File: src/rtl/alu_pkg.sv
// Shared definitions for the ALU issuer: opcode set, instruction-word field
// widths and the issuer FSM state type.
package alu_pkg;

   localparam int OP_W    = 4;
   localparam int OPND_W  = 4;
   localparam int INSTR_W = OP_W + 2*OPND_W;
   localparam int SUM_W   = 4;
   localparam int RSP_W   = SUM_W + 1;

   typedef enum logic [OP_W-1:0] {
      OP_XOR = 4'd0,
      OP_ADD = 4'd1,
      OP_SUB = 4'd2,
      OP_SHR = 4'd3
   } op_e;

   // Highest opcode the ALU implements.
   localparam logic [OP_W-1:0] OP_MAX = OP_SHR;

   typedef enum logic [1:0] {
      S_IDLE    = 2'd0,
      S_DRIVE   = 2'd1,
      S_CAPTURE = 2'd2
   } state_e;

endpackage

File: src/rtl/alu_rsp_fifo.sv
// Result FIFO: DEPTH entries (power of two) of WIDTH bits, head exposed
// combinationally, push and pop allowed in the same cycle.
module alu_rsp_fifo #(
   parameter int DEPTH = 4,
   parameter int WIDTH = 5
) (
   input  logic                       clk,
   input  logic                       rst_n,
   input  logic                       i_push,
   input  logic [WIDTH-1:0]           i_push_data,
   input  logic                       i_pop,
   output logic [WIDTH-1:0]           o_pop_data,
   output logic [$clog2(DEPTH):0]     o_count
);

   localparam int PTR_W = $clog2(DEPTH);
   localparam int CNT_W = PTR_W + 1;

   logic [WIDTH-1:0] r_mem [DEPTH];
   logic [PTR_W-1:0] r_wr_ptr;
   logic [PTR_W-1:0] r_rd_ptr;
   logic [CNT_W-1:0] r_count;
   logic             w_pop;
   logic             w_push;
   logic             w_empty;

   assign w_empty = (r_count == '0);
   // A pop on an empty FIFO is ignored; a push is only taken with room,
   // counting the slot freed by a simultaneous pop.
   assign w_pop   = i_pop && !w_empty;
   assign w_push  = i_push && ((r_count != CNT_W'(DEPTH)) || w_pop);

   // Storage write; contents need no reset because the head is masked when empty.
   always_ff @(posedge clk) begin
      if (w_push) r_mem[r_wr_ptr] <= i_push_data;
   end

   // Pointers wrap naturally at DEPTH; count tracks push/pop balance.
   always_ff @(posedge clk or negedge rst_n) begin
      if (!rst_n) begin
         r_wr_ptr <= '0;
         r_rd_ptr <= '0;
         r_count  <= '0;
      end else begin
         if (w_push) r_wr_ptr <= r_wr_ptr + PTR_W'(1);
         if (w_pop)  r_rd_ptr <= r_rd_ptr + PTR_W'(1);
         case ({w_push, w_pop})
            2'b10:   r_count <= r_count + CNT_W'(1);
            2'b01:   r_count <= r_count - CNT_W'(1);
            default: r_count <= r_count;
         endcase
      end
   end

   assign o_pop_data = w_empty ? '0 : r_mem[r_rd_ptr];
   assign o_count    = r_count;

endmodule

File: src/rtl/alu_issuer.sv
// ALU issuer: accepts {op,a,b} requests, drives the instruction word to an
// external combinational ALU, captures its result one cycle later and queues
// it in a response FIFO.
// Optional build macro ALU_ISSUER_OPCHK_EN: opcodes above OP_MAX are rejected
// without touching alu_in and produce an error response after one cycle.
//
//   state     | meaning
//   ----------+----------------------------------------------------------
//   S_IDLE    | waiting for a request; ready when the FIFO has room
//   S_DRIVE   | alu_in stable, ALU output settling
//   S_CAPTURE | push ALU result (or error response) into the FIFO
module alu_issuer
   import alu_pkg::*;
#(
   parameter int DEPTH = 4
) (
   input  logic                    clk,
   input  logic                    rst_n,
   input  logic                    req_valid,
   output logic                    req_ready,
   input  logic [OP_W-1:0]         req_op,
   input  logic [OPND_W-1:0]       req_a,
   input  logic [OPND_W-1:0]       req_b,
   output logic [INSTR_W-1:0]      alu_in,
   input  logic [SUM_W-1:0]        alu_sum,
   output logic                    rsp_valid,
   input  logic                    rsp_ready,
   output logic [SUM_W-1:0]        rsp_sum,
   output logic                    rsp_err,
   output logic [$clog2(DEPTH):0]  occupancy
);

   localparam int CNT_W = $clog2(DEPTH) + 1;

   state_e              r_state;
   state_e              w_state_nxt;
   logic                r_run;
   logic [INSTR_W-1:0]  r_alu_in;
   logic                w_ready;
   logic                w_accept;
   logic                w_push;
   logic                w_bad_op;
   logic [RSP_W-1:0]    w_push_data;
   logic [RSP_W-1:0]    w_head;
   logic [CNT_W-1:0]    w_count;

`ifdef ALU_ISSUER_OPCHK_EN
   logic                r_err;

   assign w_bad_op    = (req_op > OP_MAX);
   assign w_push_data = r_err ? {{SUM_W{1'b0}}, 1'b1} : {alu_sum, 1'b0};
`else
   assign w_bad_op    = 1'b0;
   assign w_push_data = {alu_sum, 1'b0};
`endif

   // Next-state, handshake and push decode.
   always_comb begin
      w_state_nxt = r_state;
      w_ready     = 1'b0;
      w_accept    = 1'b0;
      w_push      = 1'b0;
      case (r_state)
         S_IDLE: begin
            // r_run holds ready low throughout reset and releases it on the first edge.
            w_ready = r_run && (w_count < CNT_W'(DEPTH));
            if (w_ready && req_valid) begin
               w_accept    = 1'b1;
               w_state_nxt = w_bad_op ? S_CAPTURE : S_DRIVE;
            end
         end
         S_DRIVE: begin
            w_state_nxt = S_CAPTURE;
         end
         S_CAPTURE: begin
            w_push      = 1'b1;
            w_state_nxt = S_IDLE;
         end
         default: begin
            w_state_nxt = S_IDLE;
         end
      endcase
   end

   // State register, instruction word and run flag.
   always_ff @(posedge clk or negedge rst_n) begin
      if (!rst_n) begin
         r_state  <= S_IDLE;
         r_run    <= 1'b0;
         r_alu_in <= '0;
`ifdef ALU_ISSUER_OPCHK_EN
         r_err    <= 1'b0;
`endif
      end else begin
         r_state <= w_state_nxt;
         r_run   <= 1'b1;
         if (w_accept && !w_bad_op) r_alu_in <= {req_op, req_a, req_b};
`ifdef ALU_ISSUER_OPCHK_EN
         if (w_accept) r_err <= w_bad_op;
`endif
      end
   end

   alu_rsp_fifo #(
      .DEPTH (DEPTH),
      .WIDTH (RSP_W)
   ) u_fifo (
      .clk         (clk),
      .rst_n       (rst_n),
      .i_push      (w_push),
      .i_push_data (w_push_data),
      .i_pop       (rsp_ready),
      .o_pop_data  (w_head),
      .o_count     (w_count)
   );

   assign req_ready = w_ready;
   assign alu_in    = r_alu_in;
   assign rsp_valid = (w_count != '0);
   assign rsp_sum   = w_head[RSP_W-1:1];
   // Error bit is only ever pushed as 1 when opcode checking is built in.
   assign rsp_err   = w_head[0];
   assign occupancy = w_count;

endmodule
File: config.mk
export PLATFORM = sky130hd
export DESIGN_NAME = alu_issuer
export DESIGN_NICKNAME = d
export VERILOG_FILES = /design/src/rtl/alu_pkg.sv /design/src/rtl/alu_rsp_fifo.sv /design/src/rtl/alu_issuer.sv
export SDC_FILE = /design/constraint.sdc
export NUM_CORES = 1
export LEC_CHECK = 0
export CAP_MARGIN = 20
export CORE_MARGIN = 2
export CORE_UTILIZATION = 48
export CTS_CLUSTER_SIZE = 25
export DETAILED_ROUTE_END_ITERATION = 16
export HOLD_SLACK_MARGIN = 0.05
export PLACE_DENSITY = 0.76
export SLEW_MARGIN = 20
export SYNTH_ARGS = -nofsm -noshare
export SYNTH_HDL_FRONTEND = slang
export SYNTH_SLANG_ARGS = --single-unit
File: constraint.sdc
create_clock -name clk -period 2.7 [get_ports clk]
set_input_delay 0.27 -clock clk [delete_from_list [all_inputs] [get_ports clk]]
set_output_delay 0.27 -clock clk [all_outputs]
set_load 0.02 [all_outputs]
==> flow_metrics.env, run 1 <==
export IMPL_status="completed"
export IMPL_root_buffer="clkbuf_4"
export IMPL_initial_core_util_pct=49.5
export IMPL_synthMuxAreaShare_pct=17.1
export IMPL_first_global_vias=930
export IMPL_synthSimpleGateAreaFrac_pct=8.02
export IMPL_clock_latency_ps=330
export IMPL_cp_max_fo=6
export IMPL_postSynthCellCount=98
export IMPL_drt_initial_drc_count=37
export IMPL_die_w_um=62.4
export IMPL_grt_antenna_before_repair=0
export IMPL_stdcell_count=189
export IMPL_synth_compound_area_share_pct=0
export IMPL_synth_xor_area_share_pct=3.21
export IMPL_skew_ps=9.76
export IMPL_setup_viol=0
export IMPL_finish_net_count=168
export IMPL_synthesis_nets=124
export IMPL_row_count=21
export IMPL_area_growth_pct=31.5
export IMPL_tns_ps=0
export IMPL_tritoncts="done"
export IMPL_cts_sinks=38
export IMPL_vias_per_cell=4.74
export IMPL_period_minus_slack_ps=2400
export IMPL_yosys_area_share_adder_pct=5.04
export IMPL_rsz0062_at_grt="no"
export IMPL_r2r_start="u_fifo.o_count[0]$_DFFE_PN0P_"
export IMPL_diodes=0
export IMPL_placedCellCount=180
export IMPL_antenna_left=0
export IMPL_cts_max_level=2
export IMPL_finalWirelength_um=2720
export IMPL_total_leakage_power_nw=0.902
export IMPL_cts_buffer_depth=2
export IMPL_fin_ws_ps=299
export IMPL_grt_max_degree=23
export IMPL_routedWlPerCell_um=14.4
export IMPL_avgSynthCellArea_um2=16.7
export IMPL_critPathLaunch="u_fifo.r_rd_ptr[0]$_DFFE_PN0P_"
export IMPL_drive_gt1_share_pct=20.3
export IMPL_first_pass_iters=6
export IMPL_dp_slack_ps=278
export IMPL_yosys_warnings=0
export IMPL_hold_viol=0
export IMPL_powerDensity_nw_per_um2=1080
export IMPL_die_height_um=62.4
export IMPL_port_buffers=40
export IMPL_hold_class="in -> async"
export IMPL_period_share_pct=88.9
export IMPL_final_area_um2=2150
export IMPL_p_total_mw=2.33
export IMPL_maxCapViolCount=0
export IMPL_peakVddDrop_v=0.000417
export IMPL_clk_pin_slew_ps=110
export IMPL_postPlaceCellArea_um2=2070
export IMPL_num_io_pins=42
export IMPL_clock_fmax_ghz=0.416
export IMPL_grt_util_all_layers_pct=15.7
export IMPL_crit_type="reg -> out"
export IMPL_synth_cell_types=25
export IMPL_crit_required_ps=2430
export IMPL_vias=896
export IMPL_numCtsBuffers=5
export IMPL_grt_pass1_wl_um=4440
export IMPL_syn_area_um2=1640
export IMPL_hpwlAfterDp_um=2070
export IMPL_core_area_um2=3310
export IMPL_holdWs_ps=424
export IMPL_gp_congestion=0.716
export IMPL_synth_top_family_by_area="multiplexers"
export IMPL_slew_viol_final=0
export IMPL_start_kind="flop"
export IMPL_post_route_util_pct=65.1
export IMPL_worstSetupEndpointType="primary output"
export IMPL_crit_arrival_ps=2130
export IMPL_ctsResizeCount=0
export IMPL_drc_errors=0
export IMPL_grt_overflow=0
export IMPL_synth_seq_cells=38
export IMPL_die_area_um2=3900
export IMPL_ys_seq_area_share_pct=62.9
[synth_stat cells, drive strengths merged]
cell type  count  area share, %
dfrtp         22             34
edfxtp        16             29
mux2          13             11
and2           9            3.4
inv            7            1.6
ha             5            3.8
mux4           4            5.5
buf            3            1.5
xnor2          3            1.6
xor2           3            1.6
conb           2           0.46
nor4b          2            2.0
and2b          1           0.53
clkbuf         1           0.23
fa             1            1.2
mux2i          1           0.61
nand2          1           0.38
nand3          1           0.31
nor2           1           0.23
nor3b          1           0.76
or3            1           0.38
[critical path: stages, from the launching register on]
cell             delay (ps)
dfrtp_1                 550
mux4_2                  560
and2_1                  170
clkdlybuf4s50_1         530
[cells by family after synthesis]
group | after synthesis
xor gates and xnor gates | 6
adders and majority gates | 6
buffers and inverters | 11
DFF | 38
muxes | 18
other | 2
and+or+nand+nor | 17
[layer usage]
metal  track usage [%]  part of all wire (%)  routed length, µm
met1              19.1                    43               1180
met2              25.0                    51               1390
met3              5.59                   3.8                103
met4              7.50                   1.8                 48
met5                 0                     0                  0
[flip-flops by register name (all words and copies together) (netlist names)]
name and flops:
r_state 2, alu_in 12, u_fifo.r_mem 16, r_run 1, u_fifo.o_count 3, u_fifo.r_rd_ptr 2
u_fifo.r_wr_ptr 2
[layout by cell type (no fill, tap or decap), drive strengths merged, types with 4 or more instances in the layout]
cell type	n
mux2	13
ha	5
clkdlybuf4s50	39
mux4	4
inv	7
edfxtp	16
clkbuf	8
and2	9
dfrtp	22
[area by class of cell]
type                            instances  area [µm²]
Fill cell                             263        1160
Sequential cell                        38        1030
Multi-Input combinational cell         49         554
Timing Repair Buffer                   41         405
Clock buffer                            8        80.1
Tap cell                               46        57.6
Inverter                                7        26.3
[timing repair]
action                                  in CTS  in global routing
hold buffers                                 0                  1
endpoints found under the hold margin        0                 22
endpoints found under the setup margin       0                  0
buffers inserted                             0                  0
[path summary, 6_finish.rpt]
| path | end | slack [ps] | cells past startpoint |
|---|---|---|---|
| max | rsp_sum[1] | 300 | 3 |
| max in group asynchronous | u_fifo.r_rd_ptr[1]$_DFFE_PN0P_ | 1940 | 2 |
| min reg2reg | alu_in[9]$_DFFE_PN0P_ | 520 | 1 |
| max reg2reg | u_fifo.o_count[2]$_DFFE_PN0P_ | 570 | 9 |
| min in group clk | alu_in[9]$_DFFE_PN0P_ | 520 | 1 |
| min | u_fifo.r_wr_ptr[0]$_DFFE_PN0P_ | 420 | 2 |
[report_power, final]
group	internal [mW]	leakage, nW	total (mW)	switching (mW)
logic	0.597	0.451	1.07	0.469
registers	0.771	0.407	0.915	0.144
clock network	0.184	0.0437	0.352	0.167
Note: power is estimated with default switching activity, not from simulation.
==> inputs of run 2 (changes only) <==
- CAP_MARGIN: 20 -> not set
- CORE_UTILIZATION: 48 -> 50
- CTS_BUF_LIST: not set -> sky130_fd_sc_hd__clkbuf_8
- PLACE_DENSITY: 0.76 -> 0.78
==> run 2 against run 1 <==
Effect of this change: critical path type unchanged; combinational power hardly changed; largest power group unchanged; clock skew is 8.3 ps lower; critical endpoint is now rsp_sum[0]; clock power is 57% higher; critical path depth stayed put; flip-flop and latch count stayed put.
==> flow_metrics.env, run 2 (synthesis gave the netlist of run 1 again) <==
export IMPL_status="completed"
export IMPL_tns_ps=0
export IMPL_post_route_util_pct=71.5
export IMPL_seq_area_um2=1030
export IMPL_crit_arrival_ps=2070
export IMPL_worstSetupEndpointType="primary output"
export IMPL_hold_viol=0
export IMPL_reg2reg_setup_slack_ps=530
export IMPL_first_global_vias=983
export IMPL_row_count=20
export IMPL_period_minus_slack_ps=2340
export IMPL_cts_hold_buf=0
export IMPL_core_area_um2=3080
export IMPL_diodes=0
export IMPL_regMostFlops="u_fifo.r_mem"
export IMPL_root_buffer="clkbuf_8"
export IMPL_finalWirelength_um=2700
export IMPL_path_cells="mux4_2 -> and2_1 -> clkdlybuf4s50_1"
export IMPL_die_w_um=61.3
export IMPL_cts_buffer_depth=2
export IMPL_tightest_slew_ps=941
export IMPL_area_growth_pct=34.2
export IMPL_hold_class="in -> async"
export IMPL_initial_core_util_pct=53.3
export IMPL_finish_net_count=167
export IMPL_grt_pass1_wl_um=4320
export IMPL_crit_end="rsp_sum[0]"
export IMPL_numCtsBuffers=5
export IMPL_hpwlAfterDp_um=2100
export IMPL_clk_pin_slew_ps=70
export IMPL_period_share_pct=86.7
export IMPL_tritoncts="done"
export IMPL_rsz0062_at_grt="no"
export IMPL_grt_util_all_layers_pct=16.8
export IMPL_setup_viol=0
export IMPL_crit_required_ps=2430
export IMPL_cp_slowest_cell="dfrtp_1"
export IMPL_crit_path_max_incr_delay_ps=540
export IMPL_clock_fmax_ghz=0.427
export IMPL_die_area_um2=3750
export IMPL_first_pass_iters=3
export IMPL_die_height_um=61.3
export IMPL_layout_common_cells="40 x clkdlybuf4s50_1, 22 x dfrtp_1, 16 x edfxtp_1, 9 x and2_1, 9 x mux2_4"
export IMPL_maxCapViolCount=0
export IMPL_cp_max_fo=6
export IMPL_start_kind="flop"
export IMPL_peakVddDrop_v=0.000719
export IMPL_vias_per_cell=4.76
export IMPL_drt_initial_drc_count=28
export IMPL_largest_reg_flops=16
export IMPL_total_leakage_power_nw=0.920
export IMPL_layout_commonest_cell="clkdlybuf4s50_1"
export IMPL_critPathLaunch="u_fifo.r_rd_ptr[0]$_DFFE_PN0P_"
export IMPL_antenna_left=0
export IMPL_fillers=224
export IMPL_post_cts_buffers=0
export IMPL_slew_viol_final=0
export IMPL_drc_errors=0
export IMPL_vias=886
export IMPL_crit_type="reg -> out"
export IMPL_grt_max_degree=23
export IMPL_cts_max_level=2
export IMPL_gp_congestion=0.714
export IMPL_cts_sinks=38
export IMPL_skew_ps=1.43
export IMPL_powerDensity_nw_per_um2=1150
export IMPL_grt_antenna_before_repair=0
export IMPL_drive_gt1_share_pct=19.7
export IMPL_routedWlPerCell_um=14.5
export IMPL_r2r_start="u_fifo.o_count[0]$_DFFE_PN0P_"
export IMPL_timing_rr_end="u_fifo.o_count[2]$_DFFE_PN0P_"
export IMPL_num_io_pins=42
export IMPL_ff2ff_path_depth=9
export IMPL_grt_overflow=0
export IMPL_ctsResizeCount=0
export IMPL_multi_input_area_um2=554
export IMPL_clock_latency_ps=290
export IMPL_port_buffers=40
export IMPL_relSlewSlack_pct=37.1
run 2: cell count changes in the layout (fill, tap and decap cells not counted), sizes merged:
| cell | delta |
|---|---|
| clkbuf | -3 |
| bufinv | +2 |
| buf | -1 |
| clkdlybuf4s50 | +1 |
| clkinv | +1 |
| dlygate4sd3 | -1 |
run 2: per-layer routing:
layer	global-route usage (%)	part of all wire (%)	wire, µm	vias to the layer above
met5	0	0	0	-
met4	8.39	1.8	50	0
met3	6.51	7.1	192	5
met2	28.4	53	1430	32
met1	18.3	38	1030	433
li1	-	-	-	416
run 2: worst min-delay path by stage:
stage | to | slack [ps] | depth (start not counted)
after floorplan | alu_in[0]$_DFFE_PN0P_ | -30 | 0
after global placement | alu_in[8]$_DFFE_PN0P_ | 490 | 1
after detailed placement | alu_in[0]$_DFFE_PN0P_ | 500 | 1
after CTS | alu_in[4]$_DFFE_PN0P_ | 520 | 1
after global routing | alu_in[4]$_DFFE_PN0P_ | 540 | 1
final | alu_in[2]$_DFFE_PN0P_ | 510 | 1
run 2: stage by stage:
stage | instances | cell area [µm²] | hold WS (ps) | worst slack [ps] | total power, mW
final | 186 | 2200 | 509 | 359 | 2.53
after global routing | 186 | 2200 | 536 | 266 | 2.68
after CTS | 186 | 2200 | 517 | 322 | 2.57
after detailed placement | 178 | 2070 | 496 | 249 | 2.00
after global placement | 178 | 2070 | 488 | 349 | 1.97
after floorplan | 98 | 1640 | -25.6 | 480 | 1.55
run 2: critical path: cells and delay by family, from the launching register on:
family,cells,cell delay (ps)
flops,1,540
mux,1,540
buf+inv,1,530
simple gates,1,170
run 2: power breakdown:
group	internal [mW]	total [mW]	switching (mW)
clock network	0.365	0.552	0.187
registers	0.773	0.925	0.152
logic	0.597	1.06	0.460
total	1.74	2.53	0.799
run 2: final cells by class:
cell class              instances  share of cell area (%)
clock buffers                   5                    3.13
clock inverters                 3                    2.90
well taps                      44                    2.50
flip-flops and latches         38                    46.9
multi-input cells              49                    25.2
repair buffers                 40                    18.2
inverters                       7                    1.19
==> inputs of run 3 (changes only) <==
- SLEW_MARGIN: 20 -> not set
- clock period: 2.7 -> 2.5 ns (I/O delays scaled with it)
==> run 3 against run 2 <==
Effect of this change: clock skew grew 2.4 ps; global-route usage grew 0.62 points; clock power shrank 24%; worst setup slack lost 190 ps; cell count grew 1.1%; flip-flop and latch count is the same; critical path depth is the same; sequential power grew 8%; worst hold slack lost 200 ps; clock-buffer cell count grew 1; design area shrank 1.2%; critical endpoint unchanged; highest routed layer unchanged.
==> flow_metrics.env, run 3 (synthesis gave the netlist of run 1 again) <==
export IMPL_timing_rr_end="u_fifo.o_count[2]$_DFFE_PN0P_"
export IMPL_row_count=20
export IMPL_r2r_start="u_fifo.o_count[0]$_DFFE_PN0P_"
export IMPL_layout_commonest_cell="clkdlybuf4s50_1"
export IMPL_routedWlPerCell_um=14.8
export IMPL_initial_core_util_pct=53.3
export IMPL_tritoncts="done"
export IMPL_p_total_mw=2.57
export IMPL_vias_per_cell=4.80
export IMPL_post_cts_buffers=0
export IMPL_hold_class="in -> async"
export IMPL_crit_required_ps=2250
export IMPL_cts_buffer_depth=2
export IMPL_cts_max_level=2
export IMPL_cts_hold_buf=0
export IMPL_root_buffer="clkbuf_8"
export IMPL_ctsResizeCount=0
export IMPL_finalWirelength_um=2780
export IMPL_first_pass_iters=4
export IMPL_cts_sinks=38
export IMPL_period_share_pct=93.2
export IMPL_die_area_um2=3750
export IMPL_switchingPower_mw=0.867
export IMPL_die_w_um=61.3
export IMPL_dp_slack_ps=98.6
export IMPL_fin_ws_ps=169
export IMPL_regMostFlops="u_fifo.r_mem"
export IMPL_crit_arrival_ps=2080
export IMPL_start_kind="flop"
export IMPL_largest_reg_flops=16
export IMPL_reg2reg_setup_slack_ps=350
export IMPL_peakVddDrop_v=0.000584
export IMPL_grt_pass1_wl_um=4460
export IMPL_core_area_um2=3080
export IMPL_maxCapViolCount=0
export IMPL_grt_max_degree=23
export IMPL_p_seq_share_pct=39.1
export IMPL_total_leakage_power_nw=0.917
export IMPL_stdcell_count=188
export IMPL_powerDensity_nw_per_um2=1180
export IMPL_hpwlAfterDp_um=2080
export IMPL_grt_util_all_layers_pct=17.4
export IMPL_placedCellCount=180
export IMPL_grt_overflow=0
export IMPL_clkPwrFrac_pct=16.4
export IMPL_drive_gt1_share_pct=20.8
export IMPL_clk_pin_slew_ps=70
export IMPL_grt_antenna_before_repair=0
export IMPL_p_sw_share_pct=33.8
export IMPL_clock_fmax_ghz=0.429
export IMPL_post_route_util_pct=70.6
export IMPL_cp_max_fo=6
export IMPL_antenna_left=0
export IMPL_vias=903
export IMPL_period_minus_slack_ps=2330
export IMPL_port_buffers=40
export IMPL_skew_ps=3.87
export IMPL_finish_net_count=169
export IMPL_die_height_um=61.3
export IMPL_area_growth_pct=32.6
export IMPL_fillers=216
export IMPL_p_comb_share_pct=44.5
export IMPL_num_io_pins=42
export IMPL_ff2ff_path_depth=9
export IMPL_diodes=0
export IMPL_drc_errors=0
export IMPL_tns_ps=0
export IMPL_rsz0062_at_grt="no"
export IMPL_drt_initial_drc_count=26
export IMPL_numCtsBuffers=5
export IMPL_clock_latency_ps=290
export IMPL_gp_congestion=0.735
export IMPL_slew_viol_final=0
export IMPL_crit_type="reg -> out"
export IMPL_p_int_mw=1.70
export IMPL_setup_viol=0
export IMPL_layout_common_cells="40 x clkdlybuf4s50_1, 22 x dfrtp_1, 16 x edfxtp_1, 9 x and2_1, 9 x mux2_4"
export IMPL_first_global_vias=969
export IMPL_hold_viol=0
export IMPL_status="completed"
export IMPL_worstSetupEndpointType="primary output"
## run 3: cell types whose count changed in the layout (fill, tap and decap cells not counted), sizes merged
| cell | delta |
|---|---|
| buf | +2 |
| inv | +1 |
| bufinv | -2 |
| clkbuf | +1 |
## run 3: final cells by class
cell class	count	area, µm²	area share [%]
sequential	38	1030	47.4
multi-input combinational	49	554	25.5
timing repair buffer	42	415	19.1
clock buffer	6	82.6	3.80
tap	44	55.1	2.53
inverter	7	26.3	1.21
clock inverter	2	8.76	0.403
## run 3: worst max-delay path, stage by stage, from the launching register on
cell,delay [ps]
dfrtp_1,550
mux4_2,540
and2_1,160
clkdlybuf4s50_1,540
## run 3: layer usage
metal / vias to the layer above / routed length (µm) / part of all wire (%) / global-route usage, %
met5: - / 0 / 0 / 0
met4: 0 / 48 / 1.7 / 6.52
met3: 7 / 169 / 6.1 / 7.77
met2: 32 / 1380 / 50 / 27.8
met1: 442 / 1180 / 42 / 20.8
li1: 422 / - / - / -
## run 3: worst max-delay path by stage
stage | from | to | slack, ps | cells past startpoint
finish | u_fifo.r_rd_ptr[0]$_DFFE_PN0P_ | rsp_sum[0] | 170 | 3
global route | u_fifo.r_rd_ptr[0]$_DFFE_PN0P_ | rsp_sum[1] | 70 | 3
CTS | u_fifo.r_rd_ptr[0]$_DFFE_PN0P_ | rsp_sum[0] | 140 | 3
detailed placement | rsp_ready | u_fifo.o_count[2]$_DFFE_PN0P_ | 100 | 10
global placement | rsp_ready | u_fifo.o_count[2]$_DFFE_PN0P_ | 230 | 10
floorplan | u_fifo.o_count[2]$_DFFE_PN0P_ | u_fifo.o_count[2]$_DFFE_PN0P_ | 280 | 9
## run 3: power by group through the flow
stage | Clock [mW] | Combinational, mW | Sequential, mW
final | 0.420 | 1.14 | 1.00
after global routing | 0.465 | 1.24 | 1.03
after CTS | 0.433 | 1.16 | 1.01
after detailed placement | 0 | 1.16 | 1.01
after global placement | 0 | 1.12 | 1.00
after floorplan | 0 | 0.563 | 1.11
## run 3: stage by stage
| step | hold WS (ps) | instance area (µm²) |
|---|---|---|
| 3_5_place_dp | 498 | 2080 |
| 3_3_place_gp | 488 | 2080 |
| 2_1_floorplan | -45.6 | 1640 |
| 5_1_grt | 317 | 2170 |
| 6_report | 305 | 2170 |
| 4_1_cts | 306 | 2170 |
